### src/rtl/regfile_wb.sv
// Register-file write-back arbiter: one write port shared by returning loads,
// a small in-order queue of deferred ALU results and a direct ALU bypass.
`ifndef XLEN
`define XLEN 32
`endif

module regfile_wb #(
  parameter int unsigned XLEN  = `XLEN,
  parameter int unsigned DEPTH = 2
) (
  input  logic                     clk,
  input  logic                     reset,
  input  logic                     alu_valid,
  input  logic [4:0]               alu_rd,
  input  logic [XLEN-1:0]          alu_data,
  output logic                     alu_ready,
  input  logic                     ld_valid,
  input  logic [4:0]               ld_rd,
  input  logic [XLEN-1:0]          ld_data,
  output logic                     wr_en,
  output logic [4:0]               rd,
  output logic [XLEN-1:0]          write_data,
  output logic [31:0]              busy_mask,
  output logic [$clog2(DEPTH):0]   q_count
);

  localparam int unsigned PW = $clog2(DEPTH);
  localparam int unsigned CW = PW + 1;

  logic [4:0]      q_rd   [DEPTH];
  logic [XLEN-1:0] q_data [DEPTH];
  logic [DEPTH-1:0] q_vld;
  logic [PW-1:0]   head;
  logic [PW-1:0]   tail;

  logic alu_take;
  logic alu_keep;
  logic q_empty;
  logic push;
  logic pop;
  logic bypass;
  logic [DEPTH-1:0] kill;

  assign alu_ready = (q_count < CW'(DEPTH));
  assign alu_take  = alu_valid & alu_ready;
  assign alu_keep  = alu_take & (alu_rd != 5'd0);
  assign q_empty   = (q_count == '0);

  // Loads own the port outright; the queue drains in order ahead of any bypass.
  assign pop    = ~ld_valid & ~q_empty;
  assign push   = alu_keep & (ld_valid | ~q_empty);
  assign bypass = alu_keep & ~ld_valid & q_empty;

  // A load is younger than anything already queued for the same register, so
  // those entries lose their write; the entry pushed this cycle is not affected.
  always_comb begin
    // NOTE: every always_comb output gets a default first so no latch is inferred.
    kill = '0;
    for (int i = 0; i < DEPTH; i++) begin
      kill[i] = ld_valid && (ld_rd != 5'd0) && q_vld[i] && (q_rd[i] == ld_rd);
    end
  end

  always_ff @(posedge clk or negedge reset) begin
    if (!reset) begin
      wr_en      <= 1'b0;
      rd         <= 5'd0;
      write_data <= '0;
      q_count    <= '0;
      q_vld      <= '0;
      head       <= '0;
      tail       <= '0;
    end else begin
      if (ld_valid) begin
        wr_en      <= (ld_rd != 5'd0);
        rd         <= ld_rd;
        write_data <= ld_data;
      end else if (pop) begin
        wr_en      <= q_vld[head];
        rd         <= q_rd[head];
        write_data <= q_data[head];
      end else if (bypass) begin
        wr_en      <= 1'b1;
        rd         <= alu_rd;
        write_data <= alu_data;
      end else begin
        wr_en      <= 1'b0;
      end

      for (int i = 0; i < DEPTH; i++) begin
        if (kill[i]) q_vld[i] <= 1'b0;
      end

      if (pop) begin
        q_vld[head] <= 1'b0;
        head        <= head + PW'(1);
      end
      if (push) begin
        q_vld[tail] <= 1'b1;
        tail        <= tail + PW'(1);
      end

      q_count <= q_count + CW'(push) - CW'(pop);
    end
  end

  // NOTE: queue payload is not reset; q_vld alone says whether a slot is live.
  always_ff @(posedge clk) begin
    if (push) begin
      q_rd[tail]   <= alu_rd;
      q_data[tail] <= alu_data;
    end
  end

  always_comb begin
    busy_mask = '0;
    for (int i = 0; i < DEPTH; i++) begin
      if (q_vld[i]) busy_mask[q_rd[i]] = 1'b1;
    end
    if (wr_en) busy_mask[rd] = 1'b1;
    busy_mask[0] = 1'b0;
  end

endmodule

### config.mk
export PLATFORM = sky130hd
export DESIGN_NAME = regfile_wb
export DESIGN_NICKNAME = d
export VERILOG_FILES = /design/src/rtl/regfile_wb.sv
export SDC_FILE = /design/constraint.sdc
export NUM_CORES = 1
export LEC_CHECK = 0
export BUFFER_PORTS_ARGS = -buffer_cell sky130_fd_sc_hd__clkbuf_2
export CAP_MARGIN = 40
export CORE_UTILIZATION = 40
export CTS_CLUSTER_SIZE = 20
export DETAILED_ROUTE_END_ITERATION = 8
export SYNTH_ARGS = -nofsm -noshare
export SYNTH_HDL_FRONTEND = slang
export SYNTH_SLANG_ARGS = --single-unit
### constraint.sdc
create_clock -name clk -period 3.95 [get_ports clk]
set_input_delay 0.1975 -clock clk [delete_from_list [all_inputs] [get_ports clk]]
set_output_delay 0.1975 -clock clk [all_outputs]
set_load 0.005 [all_outputs]
==> flow_metrics.tcl <==
set metrics [dict create \
    clockBufferDepth 2 \
    p_int_mw 3.62 \
    port_buffers 149 \
    num_io_pins 151 \
    postSynthCellCount 566 \
    rsz0062_at_grt "false" \
    synthArstFlopShare 0.373 \
    skew_ns 0.00640 \
    syn_nets 646 \
    tightest_slew_ns 1.00 \
    p_leak_nw 3.52 \
    synth.distinct_cells 39 \
    grt_usage 0.209 \
    wire_per_inst_um 17.3 \
    path_class "reg2reg" \
    clk_pin_slew_worst_paths_ns 0.06 \
    worstSetupStartpointType "flip-flop" \
    ys_ff_latch 118 \
    synth-main-ff-cell "edfxtp_1" \
    outcome "completed" \
    yosysWarningCount 0 \
    pwr-share-seq 0.370 \
    num_rows 45 \
    met1_usage 0.266 \
    combPwrFrac 0.331 \
    finalCritPeriodShare 0.738 \
    die_x_um 127 \
    clk_latency_ns 0.42 \
    ant_nets 0 \
    grt_max_degree 66 \
    synth_area_um2 6210 \
    cts.sinks 118 \
    htreeDepth 4 \
    ir_drop_mv 0.364 \
    routed_wl_um 16100 \
    relSlewSlack 0.331 \
    drive_above_1_share 0.315 \
    setup_tns_ns 0 \
    grt_pass1_vias 4806 \
    synth_top_area_frac 0.358 \
    avgSynthCellArea_um2 11.0 \
    nFillCells 1344 \
    fin_nets 811 \
    final_common_cell "clkbuf_2" \
    p_switching_mw 1.89 \
    gp_congestion 0.924 \
    period_minus_slack_ns 2.92 \
    numCtsBuffers 17 \
    core_area_um2 15200 \
    clockPowerShare 0.299 \
    required_ns 4.04 \
    gr-usage-met2 0.340 \
    die_h_um 127 \
    setup_violations 0 \
    yosys.area.top_type "edfxtp_1" \
    drt-vias-per-instance 5.32 \
    place_inst 866 \
    drc 0 \
    start_util 0.408 \
    antenna_found_initial 1 \
    grt_use_met3 0.0544 \
    dp_hpwl_um 11100 \
    clock-root-buffer "clkbuf_16" \
    crit_path_end_kind "flip-flop" \
    vias 4960 \
    synthTopCellsByArea "edfxtp_1, dfrtp_1, mux2_4" \
    critPathArrivalTime_ns 3.00 \
    dieArea_um2 16000 \
    finalMaxSlewViolations 0 \
    p_per_area_nw_per_um2 688 \
    synth_edf_count 74 \
    hold_violations 0 \
    path_max_fanout 41 \
    layout.cells.non_filler 933 \
    overflow 0 \
    top_usage_layer "met2" \
    hp-class "in2reg" \
    layout_common_cells "clkbuf_2, nand2_1, edfxtp_1" \
    cts_tree "yes" \
    switching_share 0.344 \
    seq_area_frac_synth 0.535 \
    max-cap-violations 0 \
    post_cts_buffers 0 \
    fmax_mhz 343 \
    syn_to_final_growth_pct 29.1 \
    drt-initial-drc-count 351 \
    grt_pass1_wl_um 25500 \
    dr.pass1.iters 7 \
]
==> state kept, by name (all words and copies together), names as in the netlist <==
name and flops:
q_data 64, q_count 2, q_vld 2, q_rd 10
rd 5, write_data 32, wr_en 1, tail 1
head 1
==> logic make-up after synthesis <==
| logic type | share of synthesized area |
|---|---|
| fa+ha+maj | 0.00403 |
| compound gates | 0.137 |
| other cells | 0.000604 |
| xor+xnor | 0.0198 |
| flops | 0.535 |
| mux | 0.0869 |
| simple gates | 0.171 |
| buf+inv | 0.0451 |
==> synth_stat cells, types with 3 or more instances <==
master / n
and3_1: 6
nand2_1: 107
buf_4: 3
xnor2_1: 9
mux2_4: 30
buf_1: 3
a22oi_1: 29
nor3_1: 3
inv_1: 5
nor3b_1: 12
mux2_2: 7
a211oi_1: 37
dlygate4sd1_1: 4
nor2b_1: 37
nor2_1: 49
clkbuf_1: 31
dfrtp_1: 44
o31ai_1: 38
xor2_1: 5
and3b_1: 6
edfxtp_1: 74
buf_12: 3
==> critical path: stages, from the launching register on <==
cell     delay (ns)
dfrtp_1        0.48
or2_2          0.76
o21ai_1        0.43
nor2_4         0.49
buf_4          0.41
==> cell type report <==
class | instances | area (um2) | share of cell area
diodes | 1 | 2.50 | 0.000312
repair buffers | 192 | 1170 | 0.146
flip-flops and latches | 118 | 3320 | 0.415
clock buffers | 18 | 439 | 0.0548
inverters | 5 | 18.8 | 0.00234
clock inverters | 14 | 200 | 0.0250
well taps | 188 | 235 | 0.0293
multi-input cells | 397 | 2630 | 0.328
==> what timing repair did <==
action,CTS,global route
resized for setup,0,0
hold buffers,33,1
endpoints found under the hold margin,107,2
==> power by group through the flow <==
stage	clock network (mW)	registers (mW)	logic, mW
after global placement	0	2.04	1.73
after floorplan	0	1.88	1.30
after detailed placement	0	2.06	1.81
after CTS	1.67	2.04	1.84
after global routing	1.72	2.09	2.00
final	1.65	2.04	1.82
==> per-layer routing <==
metal / vias to the layer above / wire [um]
met5: - / 0
met4: 0 / 289
met3: 28 / 1170
met2: 223 / 7570
met1: 2324 / 7060
li1: 2385 / -
==> worst paths after layout <==
kind	start	endpoint	slack, ns	cells after the start
min in group asynchronous	reset	write_data[6]$_DFFE_PN0P_	0.43	3
worst max register to register	q_count[1]$_DFF_PN0_	q_data[1][9]$_DFFE_PP_	1.03	4
worst min register to register	write_data[23]$_DFFE_PN0P_	write_data[23]$_DFFE_PN0P_	0.51	1
max in group asynchronous	reset	head$_DFFE_PN0P_	3.08	3
worst max-delay path	q_count[1]$_DFF_PN0_	q_data[1][9]$_DFFE_PP_	1.03	4
worst min-delay path	alu_data[0]	q_data[0][0]$_DFFE_PP_	0.02	1
==> metrics by stage <==
stage / util / area (um2) / hold slack [ns] / total power, mW / setup slack, ns
finish: 0.527 / 8020 / 0.0189 / 5.51 / 1.03
global route: 0.527 / 8020 / 0.00542 / 5.81 / 0.815
CTS: 0.527 / 8010 / 0.000360 / 5.55 / 1.01
detailed placement: 0.463 / 7040 / 0.350 / 3.86 / 1.03
global placement: 0.460 / 7000 / 0.325 / 3.77 / 1.17
floorplan: - / 6210 / -0.0981 / 3.18 / 0.752
Note: power is estimated with default switching activity, not from simulation.
